--- src/rtl/host_to_bus_bridge.sv ---
`default_nettype none
// ============================================================================
// Module   : host_to_bus_bridge
// Brief    : Async host RD_B/WR_B strobe interface to single-cycle BUS_CLK
//            bus accesses. Optional strobe timeout: HOST_BUS_TIMEOUT_EN.
// Revision : 1.0
// ============================================================================
module host_to_bus_bridge #(
  parameter int                    ADDR_WIDTH  = 16,
  parameter int                    DATA_WIDTH  = 8,
  parameter logic [ADDR_WIDTH-1:0] BASE_ADDR   = 16'h4000,
  parameter logic [ADDR_WIDTH-1:0] HIGH_ADDR   = 16'h7FFF,
  parameter int                    SYNC_STAGES = 2,
  parameter int                    RD_LATENCY  = 1,
  parameter int                    TIMEOUT     = 255
) (
  input  logic                  BUS_CLK,
  input  logic                  BUS_RST,
  input  logic [ADDR_WIDTH-1:0] ADD,
  input  logic [DATA_WIDTH-1:0] DATA_IN,
  input  logic                  RD_B,
  input  logic                  WR_B,
  output logic [DATA_WIDTH-1:0] DATA_OUT,
  output logic                  RD_VALID,
  output logic [ADDR_WIDTH-1:0] BUS_ADD,
  output logic [DATA_WIDTH-1:0] BUS_DATA_WR,
  input  logic [DATA_WIDTH-1:0] BUS_DATA_RD,
  output logic                  BUS_RD,
  output logic                  BUS_WR,
  output logic                  CS_FPGA,
  output logic                  BUSY,
  output logic                  ERR
);

  localparam int FILL_W = $clog2(SYNC_STAGES + 1);

  typedef enum logic [1:0] {
    IDLE    = 2'd0,
    RD_WAIT = 2'd1,
    HOLD    = 2'd2
  } state_t;

  if (SYNC_STAGES < 2 || SYNC_STAGES > 4 || RD_LATENCY < 0 || RD_LATENCY > 7 || TIMEOUT < 1)
  begin : g_param_check
    $error("host_to_bus_bridge: parameter out of legal range");
  end

  state_t                 state, state_next;
  logic [SYNC_STAGES-1:0] rd_sync, wr_sync;
  logic                   rd_hist, wr_hist;
  logic [FILL_W-1:0]      fill;
  logic [2:0]             lat_cnt;
  logic                   hit, filled, rd_last, wr_last, rd_fall, wr_fall;
  logic                   acc_wr, acc_rd, capture, set_err, tmo_hit;

  assign hit     = (ADD >= BASE_ADDR) && (ADD <= HIGH_ADDR);
  assign rd_last = rd_sync[SYNC_STAGES-1];
  assign wr_last = wr_sync[SYNC_STAGES-1];
  assign filled  = (fill == FILL_W'(SYNC_STAGES));
  assign rd_fall = rd_hist & ~rd_last;
  assign wr_fall = wr_hist & ~wr_last;

  // History is held low until the chain holds real pin samples, so a strobe
  // already low at reset release cannot look like a fresh falling edge.
  always_ff @(posedge BUS_CLK or posedge BUS_RST) begin
    if (BUS_RST) begin
      rd_sync <= '1;
      wr_sync <= '1;
      rd_hist <= 1'b1;
      wr_hist <= 1'b1;
      fill    <= '0;
    end else begin
      rd_sync <= {rd_sync[SYNC_STAGES-2:0], RD_B};
      wr_sync <= {wr_sync[SYNC_STAGES-2:0], WR_B};
      rd_hist <= filled ? rd_last : 1'b0;
      wr_hist <= filled ? wr_last : 1'b0;
      if (!filled) fill <= fill + FILL_W'(1);
    end
  end

`ifdef HOST_BUS_TIMEOUT_EN
  localparam int TMO_W = $clog2(TIMEOUT + 1);
  logic [TMO_W-1:0] tmo_cnt;
  logic             strobe_low;

  assign strobe_low = ~(rd_last & wr_last);
  assign tmo_hit    = (state != IDLE) && strobe_low && (tmo_cnt == TMO_W'(TIMEOUT - 1));

  always_ff @(posedge BUS_CLK or posedge BUS_RST) begin
    if (BUS_RST)                                    tmo_cnt <= '0;
    else if (state == IDLE || !strobe_low || tmo_hit) tmo_cnt <= '0;
    else                                            tmo_cnt <= tmo_cnt + TMO_W'(1);
  end
`else
  assign tmo_hit = 1'b0;
`endif

  always_ff @(posedge BUS_CLK or posedge BUS_RST) begin
    if (BUS_RST) state <= IDLE;
    else         state <= state_next;
  end

  always_comb begin
    state_next = state;
    acc_wr     = 1'b0;
    acc_rd     = 1'b0;
    capture    = 1'b0;
    set_err    = 1'b0;
    case (state)
      IDLE: begin
        if (rd_fall && wr_fall) begin
          set_err    = 1'b1;
          state_next = HOLD;
        end else if (wr_fall) begin
          acc_wr     = hit;
          state_next = HOLD;
        end else if (rd_fall) begin
          acc_rd     = hit;
          state_next = hit ? RD_WAIT : HOLD;
        end
      end
      RD_WAIT: begin
        if (lat_cnt == 3'd0) begin
          capture    = 1'b1;
          state_next = HOLD;
        end
      end
      HOLD:    if (rd_last && wr_last) state_next = IDLE;
      default: state_next = IDLE;
    endcase
    if (tmo_hit) begin
      capture    = 1'b0;
      set_err    = 1'b1;
      state_next = IDLE;
    end
  end

  always_ff @(posedge BUS_CLK or posedge BUS_RST) begin
    if (BUS_RST) begin
      BUS_WR      <= 1'b0;
      BUS_RD      <= 1'b0;
      RD_VALID    <= 1'b0;
      CS_FPGA     <= 1'b0;
      BUSY        <= 1'b0;
      ERR         <= 1'b0;
      BUS_ADD     <= '0;
      BUS_DATA_WR <= '0;
      DATA_OUT    <= '0;
      lat_cnt     <= 3'd0;
    end else begin
      BUS_WR   <= acc_wr;
      BUS_RD   <= acc_rd;
      RD_VALID <= capture;
      CS_FPGA  <= hit;
      // Stays high through the first IDLE cycle after HOLD.
      BUSY     <= (state_next != IDLE) || (state != IDLE);
      if (set_err)          ERR         <= 1'b1;
      if (acc_wr || acc_rd) BUS_ADD     <= ADD - BASE_ADDR;
      if (acc_wr)           BUS_DATA_WR <= DATA_IN;
      if (capture)          DATA_OUT    <= BUS_DATA_RD;
      if (acc_rd)                                      lat_cnt <= 3'(RD_LATENCY);
      else if (state == RD_WAIT && lat_cnt != 3'd0)    lat_cnt <= lat_cnt - 3'd1;
    end
  end

endmodule
`default_nettype wire

--- config.mk ---
export PLATFORM = sky130hd
export DESIGN_NAME = host_to_bus_bridge
export DESIGN_NICKNAME = d
export VERILOG_FILES = /design/src/rtl/host_to_bus_bridge.sv
export SDC_FILE = /design/constraint.sdc
export NUM_CORES = 1
export LEC_CHECK = 0
export CORE_MARGIN = 4
export CORE_UTILIZATION = 44
export DETAILED_ROUTE_END_ITERATION = 10
export PLACE_DENSITY = 0.82
export SETUP_SLACK_MARGIN = 0.3
export SLEW_MARGIN = 20
export SYNTH_ARGS = -nofsm -noshare
export SYNTH_HDL_FRONTEND = slang
export SYNTH_SLANG_ARGS = --single-unit
--- constraint.sdc ---
create_clock -name BUS_CLK -period 2.26 [get_ports BUS_CLK]
set_input_delay 0.226 -clock BUS_CLK [delete_from_list [all_inputs] [get_ports BUS_CLK]]
set_output_delay 0.226 -clock BUS_CLK [all_outputs]
set_load 0.05 [all_outputs]
# Yosys cells after proc, flatten, opt, wreduce, memory -nomap -nowiden
# Index checks and enable logic that the tools add are counted.
[word_totals]
regBits = 51
input_bits = 36
out_inout_bits = 38
[op_classes]
addsub = 3
magnitude_cmp = 2
eq_ne = 3
n_mux = 22
bitwise = 4
n_reduce_logical = 12
[op_table]
columns = ["operator", "n"]
rows = [
  [">= comparator 16 x 15 -> 1 bit (second input constant)", 1],
  ["less-or-equal comparator 16 x 15 -> 1 bit (second input constant)", 1],
  ["subtractor 16 x 15 -> 16 bit (second input constant)", 1],
  ["2-to-1 mux 1 bit", 13],
  ["2-to-1 mux 2 bit", 6],
  ["2-to-1 mux 3 bit", 2],
  ["case mux 2 bit (3 select lines)", 1],
  ["nonzero test 2 bit", 3],
  ["equality test 2 bit (second input constant)", 2],
  ["logical AND 1 bit", 4],
  ["logical NOT 3 bit", 1],
  ["nonzero test 3 bit", 1],
  ["subtractor 3 x 1 -> 3 bit (second input constant)", 1],
  ["adder 2 x 1 -> 2 bit (second input constant)", 1],
  ["bitwise AND 1 bit", 2],
  ["equality test 2 x 1 -> 1 bit (second input constant)", 1],
  ["logical NOT 2 bit", 1],
  ["logical OR 1 bit", 2],
  ["NOT 1 bit", 2],
]

# Longest topological paths before layout
[depth]
ltp_word = 9
ltp_mapped = 7
mapped_depth_nobuf = 6

# Worst setup path after synthesis
# No wires, ideal clock.
[synth_timing]
kind = "input-to-reg"
from = "input port ADD[14]"
to = "register BUS_ADD[10]"
arrival_time_ps = 1725
t_required_ps = 2135
setup_slack_ps = 410
path_stages = 7
n_path_buf = 1
path_cell_list = "inv_1 -> ha_1 -> nand4b_4 -> o41ai_4 -> nand3_4 -> buf_6 -> mux2_4"
[synth_via]
elab_chain_len = 7
word_cells_on_any_way = 11
[synth_rtl]
columns = ["item", "line_no", "rtl"]
rows = [
  ["start, declared", "19", "input logic [ADDR_WIDTH-1:0] ADD,"],
  [">= comparator 16 x 15 -> 1 bit or less-or-equal comparator 16 x 15 -> 1 bit (tied branches)", "56", "assign hit = (ADD >= BASE_ADDR) && (ADD <= HIGH_ADDR);"],
  ["logical AND 1 bit (*)", "56", ""],
  ["named net hit", "53", "logic hit, filled, rd_last, wr_last, rd_fall, wr_fall;"],
  ["2-to-1 mux 1 bit", "117", "end else if (rd_fall) begin"],
  ["2-to-1 mux 1 bit", "114", "end else if (wr_fall) begin"],
  ["2-to-1 mux 1 bit", "111", "if (rd_fall && wr_fall) begin"],
  ["2-to-1 mux 1 bit", "109", "case (state)"],
  ["logical OR 1 bit (*)", "158", "if (acc_wr || acc_rd) BUS_ADD <= ADD - BASE_ADDR;"],
  ["end signal, assigned", "158", ""],
  ["end, declared", "25", "output logic [ADDR_WIDTH-1:0] BUS_ADD,"],
]
# The timed path passes the listed nets; every way through them passes the cells marked *.
# A chain may end at the register's enable or synchronous reset.

# Worst setup path after layout
[layout_timing]
from = "register rd_hist"
to = "register BUS_ADD[9]"
[layout_via]
elab_chain_len = 6
word_cells_on_any_way = 9
[layout_rtl]
columns = ["item", "line_no", "rtl"]
rows = [
  ["start, declared", "50", "logic rd_hist, wr_hist;"],
  ["start signal, assigned", "75", "rd_hist <= filled ? rd_last : 1'b0;"],
  ["bitwise AND 1 bit (*)", "60", "assign rd_fall = rd_hist & ~rd_last;"],
  ["2-to-1 mux 1 bit", "117", ""],
  ["2-to-1 mux 1 bit", "114", ""],
  ["2-to-1 mux 1 bit", "111", ""],
  ["2-to-1 mux 1 bit", "109", ""],
  ["logical OR 1 bit (*)", "158", ""],
]
# Every way passes the cells marked *; elsewhere a longest branch is shown, timed or not.

==> impl.org <==
** Status
- The run finished with clean final reports.

** Logic synthesis
- Number of flops mapped to enable cells by yosys :: 0
- Yosys top cell by area :: dfrtp_1
- Syn Inst Count :: 136
- Ranked by total cell area, the synthesized netlist is headed by dfrtp_1 54%, mux2_2 12%, dfstp_2 7.6%, mux2_4 6.5%, ha_1 3.0%.
- Of all flip-flops after synthesis, the portion carrying an async set or reset was 1.00.
- The average instance in the mapped netlist occupies 15.3 um^2.
- Counting distinct cell types in the post-synthesis netlist gives 32.
- Counting every net in the synthesized netlist gives 177.
- The share of synthesized area in the top cell type comes to 0.541.
- For this run, the number of Yosys warnings is 0.
- For this run, the register share of the synthesized area comes to 0.616.
- Netlist area before placement :: 2080 um^2
- Prevailing post-synth register cell :: dfrtp_1
- In this run, synthesis produced a sequential element count of 51.

** Setup path
- Highest fanout seen on the critical path :: 8
- On the worst path, the slowest cell contributes a delay of 0.52 ns.
- At the worst endpoint, the required time is 2.45 ns.
- Slowest stage cell, crit path :: dfstp_2
- The signal on the critical path passes through nor2b_1 -> xnor2_1 -> nand3_4 -> clkbuf_16 -> mux2_4.
- CP arrival :: 2.00 ns
- Element type at the critical path start :: flop
- CP Capture Type :: flop
- WS Path Type :: reg2reg

** Timing
- On the final layout, the worst clock skew is 0.00633 ns.
- Minimum clock period :: 1.81 ns
- Setup repair after global routing left no endpoint under its margin.
- The worst pin sits at a relative slew slack of 0.583.
- Transition time of the tightest slew-check pin :: 0.625 ns
- The number of pins with negative max-slew slack in the final report was 0.
- Across all hold checks on the routed design, the worst slack comes to 0.320 ns.
- Fin crit share :: 0.800
- Final hold vios :: 0
- Setup violations remaining at the end of the flow were counted as 0.
- Highest Clock Rate :: 553 MHz

** Power
- Power Dens Cells :: 1160 nW/um^2
- Across the VDD grid, the largest voltage drop is 0.515 mV.
- In this run the static leakage power is 0.00145 uW.

** Routing
- Number of iterations in the first detailed-routing pass :: 4
- The routed design has 4180 um of wire.
- Once detail routing completed, the nets flagged for antenna violations numbered 0.
- Average via count per standard cell :: 5.05
- In the final routed layout, each cell accounts on average for 15.4 um.
- Number of design-rule violations left by the first detailed-router iteration :: 26
- Residual DRC count :: 0
- Via count of the routed design :: 1373

** Global route
- Global routing finished with a remaining overflow of 0.
- Largest net degree at the start of global routing :: 52
- GRT Total Usage :: 0.142
- Wire length of the first global-routing pass :: 6680 um
- The via count of the first global-routing pass is 1435.
- The number of antenna violations at the first check in global routing is 0.

** Layout
- In the final layout, the share of cells above drive strength 1 is 0.273.
- Layout Cells excl Fill :: 272
- For this run, the post-layout net count is 260.
- Antenna Diode Count :: 0
- From synthesis to final layout, the design area changed by 47.9%.

** Placement
- Gpl congestion :: 0.729
- The wire-length estimate of the detail-placed layout is 3020 um.
- Port buffering added 73 buffers.
- Placed instance count :: 262

** CTS
- No sink is reached through more buffers than the 2 on the longest clock path.
- The tree is rooted in a clkbuf_8.
- For the worst-skew pair, the clock arrives at the later sink with an insertion delay of 0.30 ns.
- TritonCTS built the clock tree.
- Clock transition time at the flip-flop clock pins of the worst setup and hold paths :: 0.09 ns
- In this run the post-CTS setup repair buffer count came out at 0.
- H-Tree Level Count :: 2
- CTS sink cnt :: 51
- In this run, CTS created clock tree buffers numbering 5.

** Die
- For this configuration, the core starts out at a cell density of 0.466.
- The floorplan step set the die height to 76.8 um.
- Full die area :: 5900 um^2
- CORE AREA :: 4470 um^2
- I/O pins :: 74
- Row Count :: 24
- Width of the die :: 76.8 um

** Hold path
- Hold WC Path Type :: in2reg

** Flow run
- MaxCap Viol Count :: 0
cell usage in the layout (no fill, tap or decap), types with 2 or more instances in the layout:
cell and n:
and2_1 2, clkdlybuf4s50_1 71, inv_1 7, clkbuf_8 7, nand2b_1 3, dfstp_2 6, mux2i_1 2, buf_4 2
dlymetal6s2s_1 2, mux2_2 21, or2_2 2, mux2_4 10, xnor2_1 4, nor2_1 4, nand4_1 3, dfrtp_1 45
inv_2 2, and3b_1 2, ha_1 5
cell usage after synthesis, drive strengths merged (3+ instances only):
cell type,number
nand2b,3
nor2,4
xnor2,4
dfstp,6
ha,5
mux2,31
dfrtp,45
inv,9
nand4,3
through the flow:
stage           util  setup TNS (ns)  area, um^2  worst slack (ns)  total power (uW)
2_1_floorplan      -               0        2080             0.410              2430
3_3_place_gp   0.649          -0.319        2900           -0.0404              3010
3_5_place_dp   0.649          -0.608        2900           -0.0702              3040
4_1_cts        0.672               0        3010             0.345              3600
5_1_grt        0.688               0        3080             0.372              3760
6_report       0.688               0        3080             0.452              3580
cell type report:
cell class	instances	area (um^2)
fill	335	1390
multi-input combinational	74	791
clock buffer	8	100
inverter	9	33.8
timing repair buffer	78	807
tap	52	65.1
sequential	51	1280
kinds of logic after synthesis:
logic type / count (synthesis) / synth area share
adders and majority gates: 5 / 0.0300
muxes: 33 / 0.193
buffers and inverters: 12 / 0.0252
and+or+nand+nor: 25 / 0.0883
AOI/OAI and AO/OA: 6 / 0.0300
DFF: 51 / 0.616
xor gates and xnor gates: 4 / 0.0168
registers in the layout, summed over array words and instances (netlist names), 2 cells and up:
register,flops
rd_sync,2
state,2
wr_sync,2
fill,2
BUS_ADD,16
BUS_DATA_WR,8
lat_cnt,3
DATA_OUT,8
power breakdown:
group	internal, uW	leakage [uW]	switching [uW]
sequential	1170	0.000622	137
combinational	678	0.000775	1040
clock	280	0.0000515	274
total	2130	0.00145	1450
metal layers:
| layer | vias up | wire [um] | GRT usage |
|---|---|---|---|
| met3 | 7 | 409 | 0.0667 |
| met4 | 0 | 38 | 0.0380 |
| met2 | 63 | 1930 | 0.229 |
| met5 | - | 0 | 0 |
| met1 | 665 | 1800 | 0.171 |
| li1 | 638 | - | - |
worst max-delay path: cells and delay by family, from the launching register on:
kind | cells | cell delay (ns)
mux | 1 | 0.29
flops | 1 | 0.52
xor+xnor | 1 | 0.22
buf+inv | 1 | 0.19
simple gates | 2 | 0.48
final timing paths:
| check | startpoint | endpoint | slack (ns) | depth (start not counted) |
|---|---|---|---|---|
| max | rd_hist | BUS_ADD[9] | 0.45 | 5 |
| max reg2reg | rd_hist | BUS_ADD[9] | 0.45 | 5 |
| min in group asynchronous | BUS_RST | BUS_DATA_WR[3] | 0.40 | 3 |
| max in group asynchronous | BUS_RST | BUS_ADD[10] | 1.44 | 3 |
| min reg2reg | rd_sync[0] | rd_sync[1] | 0.36 | 0 |
| min | ADD[14] | BUS_ADD[14] | 0.32 | 3 |
timing repair:
| item | in CTS | in global routing |
|---|---|---|
| hold buffers | 0 | 0 |
| setup endpoints to repair | 10 | 12 |
| pin swaps | 1 | 2 |
| gates resized for setup | 1 | 8 |
| gates cloned | 0 | 2 |
No activity file was read; power rests on OpenSTA's default activity.
